--- src/rtl/rtc_sched_pkg.sv ---
// Shared types and helpers for the RTC access scheduler: FSM encoding,
// requester indices and byte-lane selection on the packed request buses.
package rtc_sched_pkg;

  typedef enum logic [1:0] {
    ST_IDLE  = 2'd0,
    ST_START = 2'd1,
    ST_WAIT  = 2'd2,
    ST_DONE  = 2'd3
  } state_t;

  localparam logic [1:0] REQ_CFG = 2'd0;
  localparam logic [1:0] REQ_SEQ = 2'd1;
  localparam logic [1:0] REQ_ALM = 2'd2;

  localparam int TIMEOUT_CYCLES_DEFAULT = 1024;

  function automatic logic [1:0] onehot_to_idx(input logic [2:0] oh);
    case (oh)
      3'b010:  return REQ_SEQ;
      3'b100:  return REQ_ALM;
      default: return REQ_CFG;
    endcase
  endfunction

  function automatic logic [1:0] next_idx(input logic [1:0] idx);
    return (idx == REQ_ALM) ? REQ_CFG : idx + 2'd1;
  endfunction

  function automatic logic [7:0] lane8(input logic [23:0] bus, input logic [1:0] idx);
    case (idx)
      REQ_SEQ: return bus[15:8];
      REQ_ALM: return bus[23:16];
      default: return bus[7:0];
    endcase
  endfunction

endpackage

--- src/rtl/rr_arbiter_3.sv ---
// Three-way round-robin pick: the first requester found when scanning
// upward from i_ptr (wrapping) wins; output is one-hot or all-zero.
module rr_arbiter_3
  import rtc_sched_pkg::*;
(
  input  logic [2:0] i_req,
  input  logic [1:0] i_ptr,
  output logic [2:0] o_pick
);

  logic [2:0] w_rot;
  logic [2:0] w_first;

  // Rotate so the pointer position lands on bit 0, take a fixed-priority
  // pick, then rotate the result back.
  always_comb begin
    case (i_ptr)
      REQ_SEQ: w_rot = {i_req[0], i_req[2], i_req[1]};
      REQ_ALM: w_rot = {i_req[1], i_req[0], i_req[2]};
      default: w_rot = i_req;
    endcase
  end

  always_comb begin
    w_first = 3'b000;
    if (w_rot[0])      w_first = 3'b001;
    else if (w_rot[1]) w_first = 3'b010;
    else if (w_rot[2]) w_first = 3'b100;
  end

  always_comb begin
    case (i_ptr)
      REQ_SEQ: o_pick = {w_first[1], w_first[0], w_first[2]};
      REQ_ALM: o_pick = {w_first[0], w_first[2], w_first[1]};
      default: o_pick = w_first;
    endcase
  end

endmodule

--- src/rtl/rtc_access_scheduler.sv ---
// Arbitrates three RTC requesters onto one bus engine with round-robin
// fairness, optional bus lock, and a WAIT-state timeout that aborts with 8'hFF.
module rtc_access_scheduler
  import rtc_sched_pkg::*;
#(
  parameter int TIMEOUT_CYCLES = TIMEOUT_CYCLES_DEFAULT
) (
  input  logic        clk,
  input  logic        reset,
  input  logic [2:0]  req,
  input  logic [2:0]  lock,
  input  logic [23:0] req_addr,
  input  logic [23:0] req_data,
  input  logic [2:0]  req_wr,
  output logic [2:0]  gnt,
  output logic [2:0]  done_o,
  output logic [7:0]  rdata_o,
  output logic        timeout_o,
  output logic        eng_start,
  output logic [7:0]  eng_addr,
  output logic [7:0]  eng_data,
  output logic        eng_wr,
  input  logic        eng_done,
  input  logic [7:0]  eng_rdata
);

  localparam logic [10:0] TMO_LAST = 11'(TIMEOUT_CYCLES - 1);

  state_t      r_state;
  logic [10:0] r_cnt;
  logic [1:0]  r_ptr;
  logic [1:0]  r_owner;
  logic        r_locked;

  logic [2:0]  w_pick;
  logic [1:0]  w_pick_idx;

  rr_arbiter_3 u_arb (
    .i_req  (req),
    .i_ptr  (r_ptr),
    .o_pick (w_pick)
  );

  assign w_pick_idx = onehot_to_idx(w_pick);

  // NOTE: every output is a register written only here with <=, so pulses
  // are glitch-free and the synchronous reset covers all state in one place.
  always_ff @(posedge clk) begin
    if (reset) begin
      r_state   <= ST_IDLE;
      r_cnt     <= '0;
      r_ptr     <= REQ_CFG;
      r_owner   <= REQ_CFG;
      r_locked  <= 1'b0;
      gnt       <= '0;
      done_o    <= '0;
      rdata_o   <= '0;
      timeout_o <= 1'b0;
      eng_start <= 1'b0;
      eng_addr  <= '0;
      eng_data  <= '0;
      eng_wr    <= 1'b0;
    end else begin
      eng_start <= 1'b0;
      done_o    <= '0;
      timeout_o <= 1'b0;
      case (r_state)
        ST_IDLE: begin
          if (r_locked) begin
            // A locked grant serves only its holder until the lock falls.
            if (!(|(lock & gnt))) begin
              gnt      <= '0;
              r_locked <= 1'b0;
              r_ptr    <= next_idx(r_owner);
            end else if (|(req & gnt)) begin
              eng_addr <= lane8(req_addr, r_owner);
              eng_data <= lane8(req_data, r_owner);
              eng_wr   <= |(req_wr & gnt);
              r_state  <= ST_START;
            end
          end else if (|req) begin
            gnt      <= w_pick;
            r_owner  <= w_pick_idx;
            eng_addr <= lane8(req_addr, w_pick_idx);
            eng_data <= lane8(req_data, w_pick_idx);
            eng_wr   <= |(req_wr & w_pick);
            r_state  <= ST_START;
          end
        end
        ST_START: begin
          eng_start <= 1'b1;
          r_cnt     <= '0;
          r_state   <= ST_WAIT;
        end
        ST_WAIT: begin
          if (eng_done) begin
            rdata_o <= eng_rdata;
            done_o  <= gnt;
            r_state <= ST_DONE;
          end else if (r_cnt == TMO_LAST) begin
            rdata_o   <= 8'hFF;
            done_o    <= gnt;
            timeout_o <= 1'b1;
            r_state   <= ST_DONE;
          end else begin
            r_cnt <= r_cnt + 11'd1;
          end
        end
        ST_DONE: begin
          if (|(lock & gnt)) begin
            r_locked <= 1'b1;
          end else begin
            gnt   <= '0;
            r_ptr <= next_idx(r_owner);
          end
          r_state <= ST_IDLE;
        end
        default: r_state <= ST_IDLE;
      endcase
    end
  end

endmodule

--- config.mk ---
export PLATFORM = sky130hd
export DESIGN_NAME = rtc_access_scheduler
export DESIGN_NICKNAME = d
export VERILOG_FILES = /design/src/rtl/rtc_sched_pkg.sv /design/src/rtl/rr_arbiter_3.sv /design/src/rtl/rtc_access_scheduler.sv
export SDC_FILE = /design/constraint.sdc
export NUM_CORES = 1
export LEC_CHECK = 0
export ABC_AREA = 1
export BUFFER_PORTS_ARGS = -buffer_cell sky130_fd_sc_hd__buf_2
export CORE_MARGIN = 3
export CORE_UTILIZATION = 56
export CTS_BUF_LIST = sky130_fd_sc_hd__clkbuf_16
export DETAILED_ROUTE_END_ITERATION = 6
export GPL_TIMING_DRIVEN = 0
export PLACE_DENSITY_LB_ADDON = 0.05
export SYNTH_ARGS = -nofsm -noshare
export SYNTH_HDL_FRONTEND = slang
export SYNTH_SLANG_ARGS = --single-unit
export TNS_END_PERCENT = 30
--- constraint.sdc ---
create_clock -name clk -period 4.7 [get_ports clk]
set_clock_uncertainty 0.2 [all_clocks]
set_input_delay 0 -clock clk [delete_from_list [all_inputs] [get_ports clk]]
set_output_delay 0 -clock clk [all_outputs]
set_load 0.01 [all_outputs]
==> results.md <==
- DRT iter0 DRCs: 501
- Non-Filler Instances: 738
- Syn Nets: 578
- Max_slew headroom: 55.3%
- Req. time, crit path: 4690 ps
- DR pass1 iterations: 5
- Vias per inst: 6.03
- Worst Path Buf+Inv: 6
- Cell taking the most area after synthesis: dfxtp_1
- Chip Width: 83.4 microns
- RSZ-0062 raised after global routing: no
- CP max-delay cell: dlygate4sd3_1
- Critical path class: flip-flop to flip-flop
- DRC violations left: 0
- Reg clk slew, reported paths: 70 ps
- WP data arrival: 3930 ps
- Total GRT Usage: 34.5%
- Top post-synthesis cells by area: dfxtp_1 30%, nand2_1 11%, nand3_1 10%
- Clock tree root buffer cell: clkbuf_16
- Buffers on Ports: 99
- CTS tree: done
- N_diodes: 0
- Synth Instances: 499
- Initial core utilization: 59.4%
- Min Tclk post-route: 3940 ps
- Min Hold Slack: 17.9 ps
- Setup violators final: 0
- Endpoint class of the critical path: flip-flop
- Clock buffer depth: 2
- Post-Route WL: 12,400 microns
- Max Slew Vio Count: 0
- Lkg Pwr: 2.18 nW
- Async S/R FF share, synth: 0%
- Hold crit path type: primary input to flip-flop
- Fin. Hold Viols: 0
- Initial antenna violation count: 0
- Avg Cell Area, Syn: 6.72 sq um
- Final WS setup: 759 ps
- Max IR drop VDD: 688 uV
- CP startpoint kind: flip-flop
- Period utilization: 83.8%
- Routed vias: 4,452
- DIE HEIGHT: 83.4 microns
- Synthesis-to-layout area growth: 41.1%
- Worst reg2reg startpoint: r_ptr[0]$_SDFFE_PP0P_
- Final Cell Area: 4730 sq um
- Max Clk Rate: 254 MHz
- # clock sinks: 51
- Post-synthesis sequential area ratio: 30.5%
- Largest net degree at the start of global routing: 17
- Cell Chain, Critical Path: inv_1 -> ha_1 -> inv_2 -> or2_0 -> nand2_2 -> inv_1 -> nand3_1 -> nand3_1 -> nand2_2 -> nand3_2 -> buf_6 -> nand3_1 -> nand3_2 -> dlygate4sd3_1 -> nand2_2 -> a21oi_2 -> dlygate4sd3_1
- CORE AREA: 5640 sq um
- Outcome: completed
- # nets final: 744
- Worst setup path startpoint: r_ptr[0]$_SDFFE_PP0P_
- Synthesized cell area: 3350 sq um
- Worst skew pair latency: 300 ps
- Vias in the first global route: 4,396
- Post-route ant nets: 0
- EDFF count, synth: 0
- Total power: 4.20 mW
- Final RePlAce weighted congestion: 0.911
- Die ar.: 6950 sq um
- Layout fillers: 333
- Max Cap Viol: 0
- Placed insts: 670
- Top-area cell type share of the netlist area: 30.5%
- Post-CTS sizing: 0
- Setup WS pre-CTS: 1960 ps
- #FFs+latches synth: 51
- Setup TNS: 0 ps
- I/O pins: 101
- Ys Warns: 0
- CTS Buf Count: 5
- Multi-input gate area: 2030 sq um
- Routed WL per cell: 16.8 microns
- H-tree lvl count: 2
- Layout cells sized above 1: 25.4%
- Final Core Density: 83.9%
- CP Max Fanout: 10
- Actual slew at the worst max-slew pin: 668 ps
- First-pass GRT wire length: 20,000 microns
- Largest stage delay, worst path: 590 ps
- Placement Cell Area: 3940 sq um
- Row cnt: 27
- Register area: 1020 sq um
- Total grt overflow: 0
- HPWL after DPL: 7310 microns
- Primary FF master, synth: dfxtp_1
- CP top delay family: buffers and inverters
- Min-delay src: req_wr[0]
- PD cells: 889 nW/um^2
- Netlist cell types: 36
-- where the power goes --
| group | total, mW | leakage, nW | internal, mW | switching [mW] |
|---|---|---|---|---|
| clock | 0.487 | 0.0900 | 0.306 | 0.182 |
| sequential | 0.651 | 0.418 | 0.563 | 0.0879 |
| combinational | 3.07 | 1.67 | 1.27 | 1.80 |
| total | 4.20 | 2.18 | 2.14 | 2.06 |
-- registers in the layout, indices dropped and copies added (netlist names) --
register,flops
r_locked,1
eng_addr,8
eng_wr,1
rdata_o,8
eng_data,8
r_owner,2
done_o,3
r_ptr,2
eng_start,1
r_cnt,11
timeout_o,1
gnt,3
r_state,2
-- area by class of cell --
class                           count  area share [%]
Clock inverter                      3            1.43
Tap cell                           72            1.90
Timing Repair Buffer              159            23.2
Sequential cell                    51            21.6
Inverter                           44            3.65
Buffer                             21            2.70
Multi-Input combinational cell    383            42.9
Clock buffer                        5            2.64
-- synthesized netlist by cell type, types with 2 or more instances --
library cell  instances
inv_1                40
buf_2                 2
nand3_2              11
nand3_1              68
clkbuf_1             13
nand2_2              23
ha_1                 11
nand2_4               3
o21ai_0              39
a21oi_1              49
a21oi_2              10
nor2_1               46
dfxtp_1              51
nand4_1               4
o21bai_1              2
buf_4                 2
buf_6                 3
nand2_1              96
nor3_1                9
-- timing repair --
| action | in CTS | in global routing |
|---|---|---|
| hold buffers | 60 | 0 |
| hold endpoints to repair | 36 | 0 |
| buffers inserted | 0 | 0 |
| setup endpoints to repair | 0 | 0 |
-- routing by layer --
metal	routed length (microns)	GRT usage, %	up-vias
li1	-	-	1990
met1	4420	39.0	2027
met2	5930	60.3	341
met3	1360	7.94	94
met4	651	17.1	0
met5	0	0	-
-- path summary, 6_finish.rpt --
kind | depth (start not counted) | slack [ps] | end
max | 17 | 760 | eng_data[4]$_SDFFE_PP0P_
min reg2reg | 2 | 250 | rdata_o[1]$_SDFFE_PP0P_
max reg2reg | 17 | 760 | eng_data[4]$_SDFFE_PP0P_
min | 5 | 20 | eng_wr$_SDFFE_PP0P_
-- cells in the final DEF, fill, tap and decap left out, drive strengths merged, types with 2 or more instances in the layout --
cell type and instances:
buf 107, inv 42, dlygate4sd3 60, bufinv 2, nor2 46, a21oi 60, nor3 9, or2 2
nand2 122, o21ai 40, nand4 4, clkbuf 18, o21bai 2, dfxtp 51, ha 11, nand3 80
clkinv 2
-- logic make-up (layout without fill, tap and decap cells) --
group                      count (synthesis)  after routing  synth area share [%]
buffers and inverters                     65            232                  8.96
adders and majority gates                 11             11                  4.11
xor gates and xnor gates                   1              1                 0.261
AOI/OAI and AO/OA                        107            107                  18.3
DFF                                       51             51                  30.5
and+or+nand+nor                          264            264                  37.9
-- tightest hold or removal path, cell delays in order --
cell     delay [ps]
buf_2           110
a21oi_1         160
a21oi_1          80
nand2_1          60
a21oi_1          60
(Power assumes the default switching activity.)
